File: config.mk
export PLATFORM = sky130hd
export DESIGN_NAME = multicycle_ctrl
export DESIGN_NICKNAME = d
export VERILOG_FILES = /design/src/rtl/multicycle_ctrl.sv
export SDC_FILE = /design/constraint.sdc
export NUM_CORES = 1
export LEC_CHECK = 0
export CORE_UTILIZATION = 43
export CTS_CLUSTER_SIZE = 30
export DETAILED_ROUTE_END_ITERATION = 10
export GPL_ROUTABILITY_DRIVEN = 0
export PLACE_DENSITY_LB_ADDON = 0.15
export SYNTH_ARGS = -nofsm -noshare
export SYNTH_HDL_FRONTEND = slang
export SYNTH_SLANG_ARGS = --single-unit
File: constraint.sdc
create_clock -name clk -period 3.7 [get_ports clk]
set_input_delay 0.555 -clock clk [delete_from_list [all_inputs] [get_ports clk]]
set_output_delay 0.555 -clock clk [all_outputs]
set_load 0.05 [all_outputs]
File: src/rtl/multicycle_ctrl.sv
// Multi-cycle RV32I sequencer: fetches into an internal IR, steps DECODE/EXEC/MEM/WB,
// drives the shared datapath control bundle and counts retired instructions.
module multicycle_ctrl (
  input  logic        clk,
  input  logic        rst,
  input  logic [31:0] instr_i,
  input  logic        instr_valid_i,
  input  logic        dmem_ready_i,
  input  logic        br_taken_i,
  output logic        imem_req_o,
  output logic        dmem_req_o,
  output logic        ir_wr_o,
  output logic        pc_wr_o,
  output logic        pc_sel_o,
  output logic        RUWr,
  output logic [3:0]  ALUOp,
  output logic [2:0]  ImmSrc,
  output logic        ALUASrc,
  output logic        ALUBSrc,
  output logic        DMWr,
  output logic [2:0]  DMCtrl,
  output logic [4:0]  BrOp,
  output logic [1:0]  RUDataWrSrc,
  output logic        illegal_o,
  output logic [31:0] instret_o,
  output logic [2:0]  state_o
);

  localparam int unsigned XLEN = 32;

  localparam logic [6:0] OP_R      = 7'b0110011;
  localparam logic [6:0] OP_IALU   = 7'b0010011;
  localparam logic [6:0] OP_LOAD   = 7'b0000011;
  localparam logic [6:0] OP_STORE  = 7'b0100011;
  localparam logic [6:0] OP_BRANCH = 7'b1100011;
  localparam logic [6:0] OP_JAL    = 7'b1101111;
  localparam logic [6:0] OP_JALR   = 7'b1100111;
  localparam logic [6:0] OP_LUI    = 7'b0110111;
  localparam logic [6:0] OP_AUIPC  = 7'b0010111;

  typedef enum logic [2:0] {
    S_FETCH  = 3'd0,
    S_DECODE = 3'd1,
    S_EXEC   = 3'd2,
    S_MEM    = 3'd3,
    S_WB     = 3'd4,
    S_TRAP   = 3'd5
  } state_e;

  state_e            state_q, state_d;
  logic [XLEN-1:0]   ir_q, ir_d;
  logic [XLEN-1:0]   instret_q, instret_d;
  logic              illegal_q, illegal_d;

  logic [6:0] opcode;
  logic [2:0] funct3;
  logic       is_r, is_ialu, is_load, is_store, is_branch, is_jal, is_jalr, is_lui, is_auipc;
  logic       is_legal, is_jump, in_decode_window;
  logic       unused_ir;

  assign opcode    = ir_q[6:0];
  assign funct3    = ir_q[14:12];
  assign unused_ir = ^{ir_q[31], ir_q[29:15], ir_q[11:7]};

  assign is_r      = (opcode == OP_R);
  assign is_ialu   = (opcode == OP_IALU);
  assign is_load   = (opcode == OP_LOAD);
  assign is_store  = (opcode == OP_STORE);
  assign is_branch = (opcode == OP_BRANCH);
  assign is_jal    = (opcode == OP_JAL);
  assign is_jalr   = (opcode == OP_JALR);
  assign is_lui    = (opcode == OP_LUI);
  assign is_auipc  = (opcode == OP_AUIPC);
  assign is_jump   = is_jal | is_jalr;
  assign is_legal  = is_r | is_ialu | is_load | is_store | is_branch | is_jump | is_lui | is_auipc;

  assign in_decode_window = (state_q == S_DECODE) || (state_q == S_EXEC) ||
                            (state_q == S_MEM)    || (state_q == S_WB);

  // Datapath control fields, decoded from the IR only while an instruction is in flight.
  always_comb begin
    ALUOp       = 4'b0000;
    ImmSrc      = 3'b000;
    ALUASrc     = 1'b0;
    ALUBSrc     = 1'b0;
    DMCtrl      = 3'b000;
    BrOp        = 5'b00000;
    RUDataWrSrc = 2'b00;
    if (in_decode_window && is_legal) begin
      ALUBSrc = !is_r;
      ALUASrc = is_auipc | is_jal | is_branch;
      if (is_r)         ALUOp = {ir_q[30], funct3};
      else if (is_ialu) ALUOp = {ir_q[30] & (funct3 == 3'b101), funct3};
      else if (is_lui)  ALUOp = 4'b1111;
      if (is_store)                 ImmSrc = 3'b001;
      else if (is_lui || is_auipc)  ImmSrc = 3'b010;
      else if (is_branch)           ImmSrc = 3'b101;
      else if (is_jal)              ImmSrc = 3'b110;
      if (is_load || is_store) DMCtrl = funct3;
      if (is_branch)    BrOp = {2'b10, funct3};
      else if (is_jump) BrOp = 5'b00100;
      if (is_load)      RUDataWrSrc = 2'b01;
      else if (is_jump) RUDataWrSrc = 2'b10;
    end
  end

  // Sequencer: next state, IR load and handshake/commit strobes.
  always_comb begin
    state_d    = state_q;
    ir_d       = ir_q;
    imem_req_o = 1'b0;
    dmem_req_o = 1'b0;
    ir_wr_o    = 1'b0;
    pc_wr_o    = 1'b0;
    pc_sel_o   = 1'b0;
    RUWr       = 1'b0;
    DMWr       = 1'b0;
    case (state_q)
      S_FETCH: begin
        imem_req_o = 1'b1;
        if (instr_valid_i) begin
          ir_wr_o = 1'b1;
          ir_d    = instr_i;
          state_d = S_DECODE;
        end
      end
      S_DECODE: state_d = is_legal ? S_EXEC : S_TRAP;
      S_EXEC: begin
        if (is_load || is_store) begin
          state_d = S_MEM;
        end else if (is_branch) begin
          pc_wr_o  = 1'b1;
          pc_sel_o = br_taken_i;
          state_d  = S_FETCH;
        end else begin
          state_d = S_WB;
        end
      end
      S_MEM: begin
        dmem_req_o = 1'b1;
        DMWr       = is_store;
        if (dmem_ready_i) begin
          if (is_store) begin
            pc_wr_o = 1'b1;
            state_d = S_FETCH;
          end else begin
            state_d = S_WB;
          end
        end
      end
      S_WB: begin
        RUWr     = 1'b1;
        pc_wr_o  = 1'b1;
        pc_sel_o = is_jump;
        state_d  = S_FETCH;
      end
      S_TRAP:  state_d = S_TRAP;
      default: state_d = S_FETCH;
    endcase
  end

  always_comb begin
    instret_d = instret_q + XLEN'(pc_wr_o);
    illegal_d = illegal_q | (state_d == S_TRAP);
  end

  always_ff @(posedge clk or posedge rst) begin
    if (rst) begin
      state_q   <= S_FETCH;
      ir_q      <= '0;
      instret_q <= '0;
      illegal_q <= 1'b0;
    end else begin
      state_q   <= state_d;
      ir_q      <= ir_d;
      instret_q <= instret_d;
      illegal_q <= illegal_d;
    end
  end

  assign illegal_o = illegal_q;
  assign instret_o = instret_q;
  assign state_o   = state_q;

endmodule

==> impl_metrics.ini <==
[clocking]
clk_latency_ns = 0.31
clock-sinks = 47
cts_resized = 0
holdBufCountCts = 0
cts_tree = done
postCtsSetupRepairBufs = 0
htree_levels = 2
cts_buffers = 5
cts_max_path_buffers = 2
cts_root_buffer = clkbuf_8
path_clk_slew_ns = 0.09

[synth]
synth_cells = 244
synth.net_count = 283
syn_area_per_cell_um2 = 10.0
synth_cell_types = 43
yosys_warnings = 0
synth_seq_cells = 47
seq_area_frac_synth_pct = 48.0
netlist_area_um2 = 2450

[grt]
antenna_found_initial = 0
grt_usage_pct = 19.6
grt_max_degree = 48
grt_pass1_vias = 1989
grt_pass1_wl_um = 9320
gr-total-overflow = 0

[sta]
setup_violations = 0
slew_violations = 0
maxSlewHeadroom_pct = 36.3
tightest_slew_ns = 0.953
post-route-worst-setup-slack_ns = 0.267
fin_crit_sh_pct = 92.8
fin_hold_ws_ns = 0.469
fmax_mhz = 291
rsz0062_at_grt = false
hold_viol = 0
clock_skew_ns = 0.0127
min_period_ns = 3.43
finalSetupTns_ns = 0

[setup_path]
required_ns = 3.14
critPathCaptureType = output pin
crit_slowest_cell = clkdlybuf4s50_1
cpPeakStageDelay_ns = 0.80
arrival_ns = 2.88
path_cells = or4bb_1, a21o_1, a31oi_1, and3_1, clkdlybuf4s50_1
worstPathMaxFanout = 8
path_class = reg -> out
critPathLaunchType = flop

[cells_and_area]
multi_input_area_um2 = 1210
instances_no_fill = 396
final_layout_size_suffix_gt1_share_pct = 9.26
num-fill-cells = 460
num-nets-final = 362
antenna_cells = 0
area_growth_pct = 39.5
regArea_um2 = 1180

[die]
initial_core_util_pct = 44.5
die_w_um = 77.5
dieArea_um2 = 6000
ios = 99
core_um2 = 5510
rows = 27
die_height_um = 77.5

[placed_design]
dp.cells = 388
port_buffers = 76
dp_worst_setup_slack_ns = 0.465
dp_hpwl_um = 4000

[detailed_routing]
num_vias = 2074
drtPass1Iterations = 4
routed_wl_um = 5420
viasPerCell = 5.24
drc = 0
postRouteAntennaNets = 0
first_iter_violations = 91
wl_per_cell_um = 13.7

[pwr]
peakVddDrop_mv = 0.195
total_power_uw = 919
p_leak_nw = 1.47
power.density_nw_per_um2 = 269

[min_path]
min_path_type = reg -> reg

[run]
maxCapViolations = 0

[status]
status = completed
-- area by class of cell --
type                    instances  area share (%)
well taps                      72            2.64
clock buffers                   5            2.01
repair buffers                 81            23.4
inverters                       9           0.989
flip-flops and latches         47            34.4
clock inverters                 3            1.28
multi-input cells             179            35.3
-- synthesized netlist by cell type --
cell	number	area share (%)
and3_1	11	2.8
and2_1	6	1.5
buf_4	2	0.61
xnor2_1	20	7.2
and4b_1	1	0.41
buf_2	3	0.61
or3_1	1	0.26
nand3b_1	1	0.31
nor4_1	2	0.51
maj3_1	1	0.41
conb_1	1	0.15
and2_0	1	0.26
nand3_2	1	0.41
o21ai_0	3	0.61
a22o_1	2	0.72
xor2_1	11	3.9
a21oi_1	5	1.0
nor3_1	14	2.9
nand4_1	10	2.6
or2_2	2	0.51
inv_1	9	1.4
clkbuf_1	4	0.61
and4_1	1	0.36
o21bai_1	2	0.61
nand2b_1	3	0.77
o21a_1	1	0.31
nand2_1	17	2.6
ha_1	2	1.0
or4_1	2	0.61
nand3_1	15	3.1
nor4_4	1	0.87
nor3b_1	4	1.2
o22ai_1	2	0.51
or4bb_1	1	0.46
dfrtp_1	47	48
nor2_1	12	1.8
a31oi_1	6	1.5
o2bb2ai_1	2	0.72
o31ai_1	1	0.31
nor2b_1	3	0.77
a21o_1	1	0.31
mux2_2	9	4.1
a31o_2	1	0.36
-- sequential cells by signal, summed over array words and instances (netlist names) --
name / count
instret_o: 32
illegal_o: 1
ir_q: 11
state_o: 3
-- kinds of logic after synthesis --
kind of cell	Yosys count	share of synthesized area [%]
multiplexers	9	4.14
adder cells (fa/ha/maj)	3	1.43
AND/OR/NAND/NOR	109	25.0
other	1	0.153
flip-flops	47	48.0
buffers and inverters	18	3.22
XOR/XNOR	31	11.1
AO/OA/AOI/OAI	26	7.00
-- cells in the final DEF (no fill, tap or decap), drive strengths merged, types with 10 or more instances in the layout --
cell type | Yosys | layout
clkdlybuf4s50 | 0 | 76
dfrtp | 47 | 47
xnor2 | 20 | 20
nand2 | 17 | 17
nand3 | 16 | 16
nor3 | 14 | 14
nor2 | 12 | 12
and3 | 11 | 11
xor2 | 11 | 11
nand4 | 10 | 10
-- per-stage QoR --
stage / util, % / cell area [um2]
2_1_floorplan: - / 2460
6_report: 62.1 / 3420
3_3_place_gp: 60.0 / 3300
3_5_place_dp: 60.0 / 3300
4_1_cts: 62.1 / 3420
5_1_grt: 62.1 / 3420
-- worst paths after layout --
| kind | startpoint | endpoint | slack [ns] | cells past startpoint |
|---|---|---|---|---|
| max in group asynchronous | rst | instret_o[19] | 2.32 | 2 |
| worst max-delay path | ir_q[2] | DMCtrl[0] | 0.27 | 5 |
| min in group asynchronous | rst | instret_o[10] | 0.77 | 2 |
| worst min-delay path | instret_o[31] | instret_o[31] | 0.47 | 1 |
| worst max register to register | ir_q[2] | instret_o[28] | 0.51 | 11 |
| worst min register to register | instret_o[31] | instret_o[31] | 0.47 | 1 |
-- metal layers --
layer  part of all wire (%)  GRT usage (%)
met4                    1.1           5.66
met2                     48           32.0
met1                     46           25.1
met3                    5.8           5.65
met5                      0              0
-- critical path, delay by kind of cell, from the launching register on --
kind | cells | cell delay [ns]
AO/OA/AOI/OAI | 2 | 0.52
AND/OR/NAND/NOR | 2 | 0.77
buffers and inverters | 1 | 0.80
flip-flops | 1 | 0.47
-- power breakdown --
| group | switching (mW) | internal (mW) |
|---|---|---|
| Clock | 0.175 | 0.201 |
| Combinational | 0.0147 | 0.0143 |
| Sequential | 0 | 0.513 |
(Power assumes the default switching activity.)
